**config.mk**
```make
export PLATFORM = sky130hd
export DESIGN_NAME = lc3_mem_ctrl_flat
export DESIGN_NICKNAME = d
export VERILOG_FILES = /design/src/rtl/lc3_mem_ctrl_if.sv /design/src/rtl/lc3_mem_ctrl.sv /design/src/flat_wrapper.sv
export SDC_FILE = /design/constraint.sdc
export NUM_CORES = 1
export LEC_CHECK = 0
export CORE_MARGIN = 2
export CORE_UTILIZATION = 29
export CTS_CLUSTER_SIZE = 28
export DETAILED_ROUTE_END_ITERATION = 6
export GPL_TIMING_DRIVEN = 1
export HOLD_SLACK_MARGIN = 0.12
export PLACE_DENSITY_LB_ADDON = 0.25
export SLEW_MARGIN = 20
export SYNTH_ARGS = -nofsm -noshare
export SYNTH_HDL_FRONTEND = slang
export SYNTH_SLANG_ARGS = --single-unit
```
**constraint.sdc**
```tcl
create_clock -name clk -period 1.8 [get_ports clk]
set_input_delay 0.18 -clock clk [delete_from_list [all_inputs] [get_ports clk]]
set_output_delay 0.18 -clock clk [all_outputs]
set_load 0.05 [all_outputs]
```
**src/rtl/lc3_mem_ctrl_if.sv**
```systemverilog
// Datapath-side memory bus of the LC-3 memory controller: MAR/MDR, MIO.EN, R.W and the R ready pulse.
interface lc3_mem_ctrl_if #(
    parameter int DATA_WIDTH = 16,
    parameter int ADDR_WIDTH = 16
);
    logic                  req;
    logic                  we;
    logic [ADDR_WIDTH-1:0] mar;
    logic [DATA_WIDTH-1:0] mdr_in;
    logic                  rdy;
    logic [DATA_WIDTH-1:0] mdr_out;

    modport master (output req, we, mar, mdr_in, input rdy, mdr_out);
    modport slave  (input req, we, mar, mdr_in, output rdy, mdr_out);
endinterface

```
**src/rtl/lc3_mem_ctrl.sv**
```systemverilog
// LC-3 memory controller: routes datapath accesses to RAM or to the KBSR/KBDR/DSR/DDR/MCR
// device registers, and owns the keyboard/display handshakes and the run bit.
module lc3_mem_ctrl #(
    parameter int                    DATA_WIDTH = 16,
    parameter int                    ADDR_WIDTH = 16,
    parameter logic [ADDR_WIDTH-1:0] IO_BASE    = 16'hFE00
) (
    input  logic                  clk,
    input  logic                  reset,
    lc3_mem_ctrl_if.slave         cpu,
    output logic                  ram_cs,
    output logic                  ram_r_w,
    output logic [ADDR_WIDTH-1:0] ram_addr,
    output logic [DATA_WIDTH-1:0] ram_data_in,
    input  logic                  ram_ready,
    input  logic [DATA_WIDTH-1:0] ram_data_out,
    input  logic                  kb_valid,
    input  logic [7:0]            kb_data,
    output logic                  kb_ack,
    output logic                  disp_valid,
    output logic [7:0]            disp_data,
    input  logic                  disp_ready,
    output logic                  kb_irq,
    output logic                  disp_irq,
    output logic                  run
);
    localparam logic [ADDR_WIDTH-1:0] KBSR_ADDR = ADDR_WIDTH'(16'hFE00);
    localparam logic [ADDR_WIDTH-1:0] KBDR_ADDR = ADDR_WIDTH'(16'hFE02);
    localparam logic [ADDR_WIDTH-1:0] DSR_ADDR  = ADDR_WIDTH'(16'hFE04);
    localparam logic [ADDR_WIDTH-1:0] DDR_ADDR  = ADDR_WIDTH'(16'hFE06);
    localparam logic [ADDR_WIDTH-1:0] MCR_ADDR  = ADDR_WIDTH'(16'hFFFE);

    typedef enum logic [2:0] {IDLE, RAM_ACC, RAM_WAIT, IO_ACC, DONE} state_t;

    state_t                state, state_next;
    logic [ADDR_WIDTH-1:0] addr_q;
    logic [DATA_WIDTH-1:0] data_q;
    logic                  we_q;
    logic [DATA_WIDTH-1:0] mdr_q;
    logic [DATA_WIDTH-1:0] io_rdata;
    logic                  io_rd, io_wr, kbdr_read, ddr_write;
    logic                  kb_rdy, kb_ie, dsr_rdy, dsr_ie, run_q;
    logic [7:0]            kbdr;

    always_ff @(posedge clk) begin
        if (reset) state <= IDLE;
        else       state <= state_next;
    end

    // NOTE: every output of this block gets a default first, so no path can infer a latch.
    always_comb begin
        state_next = state;
        cpu.rdy    = 1'b0;
        ram_cs     = 1'b0;
        ram_r_w    = 1'b0;
        io_rd      = 1'b0;
        io_wr      = 1'b0;
        case (state)
            IDLE:     if (cpu.req) state_next = (cpu.mar < IO_BASE) ? RAM_ACC : IO_ACC;
            RAM_ACC: begin
                ram_cs     = 1'b1;
                ram_r_w    = we_q;
                state_next = RAM_WAIT;
            end
            RAM_WAIT: if (ram_ready) state_next = DONE;
            IO_ACC: begin
                io_rd      = ~we_q;
                io_wr      = we_q;
                state_next = DONE;
            end
            DONE: begin
                cpu.rdy    = 1'b1;
                state_next = IDLE;
            end
            default:  state_next = IDLE;
        endcase
    end

    assign kbdr_read = io_rd && (addr_q == KBDR_ADDR);
    assign ddr_write = io_wr && (addr_q == DDR_ADDR);

    always_comb begin
        io_rdata = '0;
        case (addr_q)
            KBSR_ADDR: begin
                io_rdata[DATA_WIDTH-1] = kb_rdy;
                io_rdata[DATA_WIDTH-2] = kb_ie;
            end
            KBDR_ADDR: io_rdata[7:0] = kbdr;
            DSR_ADDR: begin
                io_rdata[DATA_WIDTH-1] = dsr_rdy;
                io_rdata[DATA_WIDTH-2] = dsr_ie;
            end
            MCR_ADDR:  io_rdata[DATA_WIDTH-1] = run_q;
            default:   io_rdata = '0;
        endcase
    end

    // NOTE: sequential state uses non-blocking assignments so every register samples pre-edge values.
    always_ff @(posedge clk) begin
        if (reset) begin
            addr_q <= '0;
            data_q <= '0;
            we_q   <= 1'b0;
        end else if (state == IDLE && cpu.req) begin
            addr_q <= cpu.mar;
            data_q <= cpu.mdr_in;
            we_q   <= cpu.we;
        end
    end

    // mdr_out only changes when a read completes; writes leave it untouched.
    always_ff @(posedge clk) begin
        if (reset)                                   mdr_q <= '0;
        else if (state == RAM_WAIT && ram_ready && !we_q) mdr_q <= ram_data_out;
        else if (io_rd)                              mdr_q <= io_rdata;
    end

    // A KBDR read blocks acceptance for that cycle so the read sees the old character.
    assign kb_ack = kb_valid && !kb_rdy && !kbdr_read && !reset;

    always_ff @(posedge clk) begin
        if (reset) begin
            kb_rdy <= 1'b0;
            kb_ie  <= 1'b0;
            kbdr   <= '0;
        end else begin
            if (io_wr && addr_q == KBSR_ADDR) kb_ie <= data_q[DATA_WIDTH-2];
            if (kb_ack) begin
                kbdr   <= kb_data;
                kb_rdy <= 1'b1;
            end else if (kbdr_read) begin
                kb_rdy <= 1'b0;
            end
        end
    end

    // A DDR write wins over a same-cycle display consume.
    always_ff @(posedge clk) begin
        if (reset) begin
            dsr_rdy    <= 1'b1;
            dsr_ie     <= 1'b0;
            disp_valid <= 1'b0;
            disp_data  <= '0;
        end else begin
            if (io_wr && addr_q == DSR_ADDR) dsr_ie <= data_q[DATA_WIDTH-2];
            if (ddr_write) begin
                disp_data  <= data_q[7:0];
                disp_valid <= 1'b1;
                dsr_rdy    <= 1'b0;
            end else if (disp_valid && disp_ready) begin
                disp_valid <= 1'b0;
                dsr_rdy    <= 1'b1;
            end
        end
    end

    always_ff @(posedge clk) begin
        if (reset)                             run_q <= 1'b1;
        else if (io_wr && addr_q == MCR_ADDR)  run_q <= data_q[DATA_WIDTH-1];
    end

    assign cpu.mdr_out = mdr_q;
    assign ram_addr    = addr_q;
    assign ram_data_in = data_q;
    assign kb_irq      = kb_rdy & kb_ie;
    assign disp_irq    = dsr_rdy & dsr_ie;
    assign run         = run_q;
endmodule
```
**src/flat_wrapper.sv**
```systemverilog
// flat-port wrapper written by rule: the top's interface ports become plain ports
module lc3_mem_ctrl_flat 
#(
    parameter int                    DATA_WIDTH = 16,
    parameter int                    ADDR_WIDTH = 16,
    parameter logic [ADDR_WIDTH-1:0] IO_BASE    = 16'hFE00
)
  (clk, reset, ram_cs, ram_r_w, ram_addr, ram_data_in, ram_ready, ram_data_out, kb_valid, kb_data, kb_ack, disp_valid, disp_data, disp_ready, kb_irq, disp_irq, run, cpu_req, cpu_we, cpu_mar, cpu_mdr_in, cpu_rdy, cpu_mdr_out);
  lc3_mem_ctrl_if #(.DATA_WIDTH(DATA_WIDTH), .ADDR_WIDTH(ADDR_WIDTH)) cpu_i ();
  input  logic clk;
  input  logic reset;
  output logic ram_cs;
  output logic ram_r_w;
  output logic [ADDR_WIDTH-1:0] ram_addr;
  output logic [DATA_WIDTH-1:0] ram_data_in;
  input  logic ram_ready;
  input  logic [DATA_WIDTH-1:0] ram_data_out;
  input  logic kb_valid;
  input  logic [7:0] kb_data;
  output logic kb_ack;
  output logic disp_valid;
  output logic [7:0] disp_data;
  input  logic disp_ready;
  output logic kb_irq;
  output logic disp_irq;
  output logic run;
  input wire logic [$bits(cpu_i.req)-1:0] cpu_req;
  input wire logic [$bits(cpu_i.we)-1:0] cpu_we;
  input wire logic [$bits(cpu_i.mar)-1:0] cpu_mar;
  input wire logic [$bits(cpu_i.mdr_in)-1:0] cpu_mdr_in;
  output wire logic [$bits(cpu_i.rdy)-1:0] cpu_rdy;
  output wire logic [$bits(cpu_i.mdr_out)-1:0] cpu_mdr_out;
  assign cpu_i.req = cpu_req;
  assign cpu_i.we = cpu_we;
  assign cpu_i.mar = cpu_mar;
  assign cpu_i.mdr_in = cpu_mdr_in;
  assign cpu_rdy = cpu_i.rdy;
  assign cpu_mdr_out = cpu_i.mdr_out;
  lc3_mem_ctrl #(.DATA_WIDTH(DATA_WIDTH), .ADDR_WIDTH(ADDR_WIDTH), .IO_BASE(IO_BASE)) u_core (.clk(clk), .reset(reset), .cpu(cpu_i), .ram_cs(ram_cs), .ram_r_w(ram_r_w), .ram_addr(ram_addr), .ram_data_in(ram_data_in), .ram_ready(ram_ready), .ram_data_out(ram_data_out), .kb_valid(kb_valid), .kb_data(kb_data), .kb_ack(kb_ack), .disp_valid(disp_valid), .disp_data(disp_data), .disp_ready(disp_ready), .kb_irq(kb_irq), .disp_irq(disp_irq), .run(run));
endmodule
```
==> key figures <==
Clocking
  – Clk_lat worst skew: 350 ps
  – TritonCTS clock tree: done
  – Hold_buf cts: 0
  – Clock-pin slew on the worst setup and hold paths: 80 ps
  – Htree depth: 3
  – TritonCTS Buffers: 9
  – # clock sinks: 74
  – Max Root-Sink Buffers: 2
  – CTS root buf: clkbuf_8

Synthesis
  – Synthesized-area fraction occupied by adder cells: 0%
  – Post-Synth XOR/XNOR Area: 0%
  – Largest family of logic cells by synthesized area: simple AND/OR/NAND/NOR gates
  – Sequential share of the synthesized area: 49.5%
  – Syn Inst Count: 366
  – Dominant cells by area after synthesis: dfxtp_1 49%, nand2_1 11%, a21oi_1 10%, nand3_1 3.5%, o21ai_0 3.2%
  – Top_reg_cell synth: dfxtp_1
  – Synth Area in Simple Gates: 25.4%
  – Yosys reg bits: 74
  – Asr flop ratio synth: 0%
  – Post-synthesis compound-gate area fraction: 17.6%
  – Mapped Nets: 429
  – Post-synth EDFFs: 0
  – Post-synth top area share: 49.5%
  – Ys Warns: 0
  – Yosys cell types: 44
  – Mux cell area share after synthesis: 3.43%
  – Synth area leader: dfxtp_1
  – Mean post-synth cell area: 8.18 µm²
  – Synthesized area: 3000 µm²

Routing
  – Iter 0 DRT Violations: 134
  – Routed vias/inst: 4.75
  – Average routed wire per standard cell: 14.5 µm
  – Drt pass-1 iters: 4
  – Total number of vias: 3127
  – Post-Route WL: 9560 µm
  – DRC errors left: 0
  – Routed Antenna Nets: 0

Pwr
  – Sw power: 1.28 mW
  – Clock Power Share: 32.6%
  – Internal: 2.79 mW
  – Static Leak: 1.99 nW
  – Logic gate share of total power: 23.2%
  – Sequential Power Share: 44.2%
  – Worst VDD drop: 0.000489 V
  – Sw frac: 31.5%
  – Power density over the cells: 799 nW/µm²

Global routing
  – Initial antenna violation count: 0
  – Vias in the first global route: 3036
  – Total grt overflow: 0
  – Tot GR Track Use: 16.8%
  – Global-route wire length before repair: 14900 µm
  – Largest net degree at the start of global routing: 29

Setup path
  – WP buf/inv: 1
  – Worst path arrival time: 2100 ps
  – Critical Path Source Type: flip-flop
  – Slowest stage delay, CP: 530 ps
  – Worst-path cell with the longest stage delay: or4_4
  – Delay-heaviest family, CP: simple AND/OR/NAND/NOR gates
  – Crit-path cells: or4_4 -> or4_4 -> nor3_4 -> nor3_4 -> buf_6
  – CP Class: flip-flop to primary output
  – CP Capture Type: primary output
  – R2R Setup Slk: -310 ps
  – Worst path required time: 1620 ps
  – Worst Path Max Fanout: 2

STA
  – Unrepaired setup endpoints after global routing: yes
  – Worst-Margin Slew: 652 ps
  – Final setup viols: 29
  – Setup Skew: 6.16 ps
  – Final worst path period share: 127%
  – PnR worst setup slack: -479 ps
  – Period minus WS final: 2280 ps
  – Peak Freq: 0.439 GHz
  – Final hold vios: 0
  – Max_slew headroom: 56.4%
  – Worst hold margin: 263 ps
  – Slew Viols, Final: 0
  – Setup TNS: -6100 ps

Layout
  – ANT cells: 0
  – Filler cells: 999
  – Area grow syn2layout: 70.1%
  – Nets: 581
  – Share of cells above drive strength 1: 23.1%

Status
  – Failing checks: negative setup slack
  – Status: finished, violations left

Hold path
  – HP Class: input pin to flip-flop

Place
  – PortBufs: 126
  – Detailed placer's ending HPWL: 6740 µm
  – Final Wtd Congestion: 0.770

Die
  – Ports: 127
  – Die height: 106 µm
  – Die area: 11200 µm²
  – Row count: 37
  – Core region area: 10200 µm²
  – Initial Utilization: 29.4%
  – Die width: 106 µm

Flow run
  – Max-Cap Viols: 0
## per-stage QoR
stage | power (mW) | cell area [µm²] | setup WS (ps) | cells | utilization, %
after floorplan | 2.33 | 3090 | -241 | 366 | -
after detailed placement | 2.76 | 4700 | -188 | 637 | 46.1
after global placement | 2.75 | 4700 | -182 | 637 | 46.1
after CTS | 4.09 | 4930 | -504 | 656 | 48.5
final | 4.07 | 5090 | -479 | 659 | 50.0
after global routing | 4.25 | 5090 | -558 | 659 | 50.0
## cell usage in the layout, fill, tap and decap left out, types with 5 or more instances in the layout
master           Yosys  final
clkdlybuf4s50_1      0    107
nand2_1             85     85
dfxtp_1             74     58
a21oi_1             62     55
buf_4                0     38
nor2_1              14     14
nand3_1             21     13
dfxtp_2              0     13
o21ai_0             19      9
o21ai_2              0      9
clkbuf_8             0      9
mux2i_1              8      8
dlymetal6s2s_1       0      8
nand3_2              0      7
a21oi_2              1      7
a22oi_1              6      6
nor3_1               6      5
buf_6                2      5
## cell usage after synthesis, drive strengths merged, types with 3 or more instances
| master | count |
|---|---|
| nand2 | 85 |
| dfxtp | 74 |
| a21oi | 63 |
| clkbuf | 21 |
| nand3 | 21 |
| o21ai | 19 |
| nor2 | 15 |
| mux2i | 8 |
| nor3 | 7 |
| a22oi | 6 |
| and2 | 4 |
| buf | 4 |
| nand4 | 4 |
| and3 | 3 |
| or4 | 3 |
## layout make-up
cell class	count	area, µm²	area share [%]
Tap cell	136	170	3.34
Timing Repair Buffer	166	1630	32.0
Clock inverter	7	76.3	1.50
Sequential cell	74	1510	29.6
Clock buffer	9	124	2.43
Multi-Input combinational cell	264	1570	30.9
Inverter	3	11.3	0.221
## sequential cells by signal, summed over array words and instances, names as in the netlist
name,flops
u_core.cpu.mdr_out,16
u_core.ram_addr,16
u_core.ram_data_in,16
u_core.disp_data,8
u_core.kbdr,8
u_core.state,3
u_core.disp_valid,1
u_core.dsr_ie,1
u_core.dsr_rdy,1
u_core.kb_ie,1
u_core.kb_rdy,1
u_core.run,1
u_core.we_q,1
## worst reg2reg max path: cells and delay by family (launching register included)
family | cells | cell delay [ps]
compound gates | 2 | 300
buf+inv | 2 | 270
flops | 1 | 340
simple gates | 2 | 1080
## logic make-up after synthesis
family / count (synthesis)
muxes: 10
AOI/OAI and AO/OA: 97
and+or+nand+nor: 157
DFF: 74
buffers and inverters: 28
## worst paths after layout
| kind | startpoint | endpoint | cells after the start |
|---|---|---|---|
| max reg2reg | u_core.ram_addr[4] | u_core.kb_ie | 6 |
| min | reset | u_core.state[0] | 2 |
| max | u_core.ram_addr[4] | kb_ack | 5 |
| min reg2reg | u_core.disp_data[0] | u_core.disp_data[0] | 2 |
## power groups by stage
stage / sequential [mW] / combinational, mW / clock (mW)
floorplan: 2.06 / 0.270 / 0
global placement: 1.83 / 0.918 / 0
detailed placement: 1.83 / 0.923 / 0
CTS: 1.80 / 0.927 / 1.36
global route: 1.81 / 1.01 / 1.43
finish: 1.80 / 0.946 / 1.33
## timing repair
item	CTS	global route
gates resized for setup	16	37
endpoints found under the hold margin	0	0
setup buffers	2	3
pin swaps	4	9
gates cloned	1	0
setup endpoints to repair	31	38
## metal layers
layer / vias up / part of all wire, % / global-route usage, %
li1: 1577 / - / -
met1: 1456 / 45 / 21.0
met2: 83 / 48 / 27.1
met3: 11 / 5.6 / 5.19
met4: 0 / 1.7 / 6.67
met5: - / 0 / 0
No activity file was read; power rests on OpenSTA's default activity.
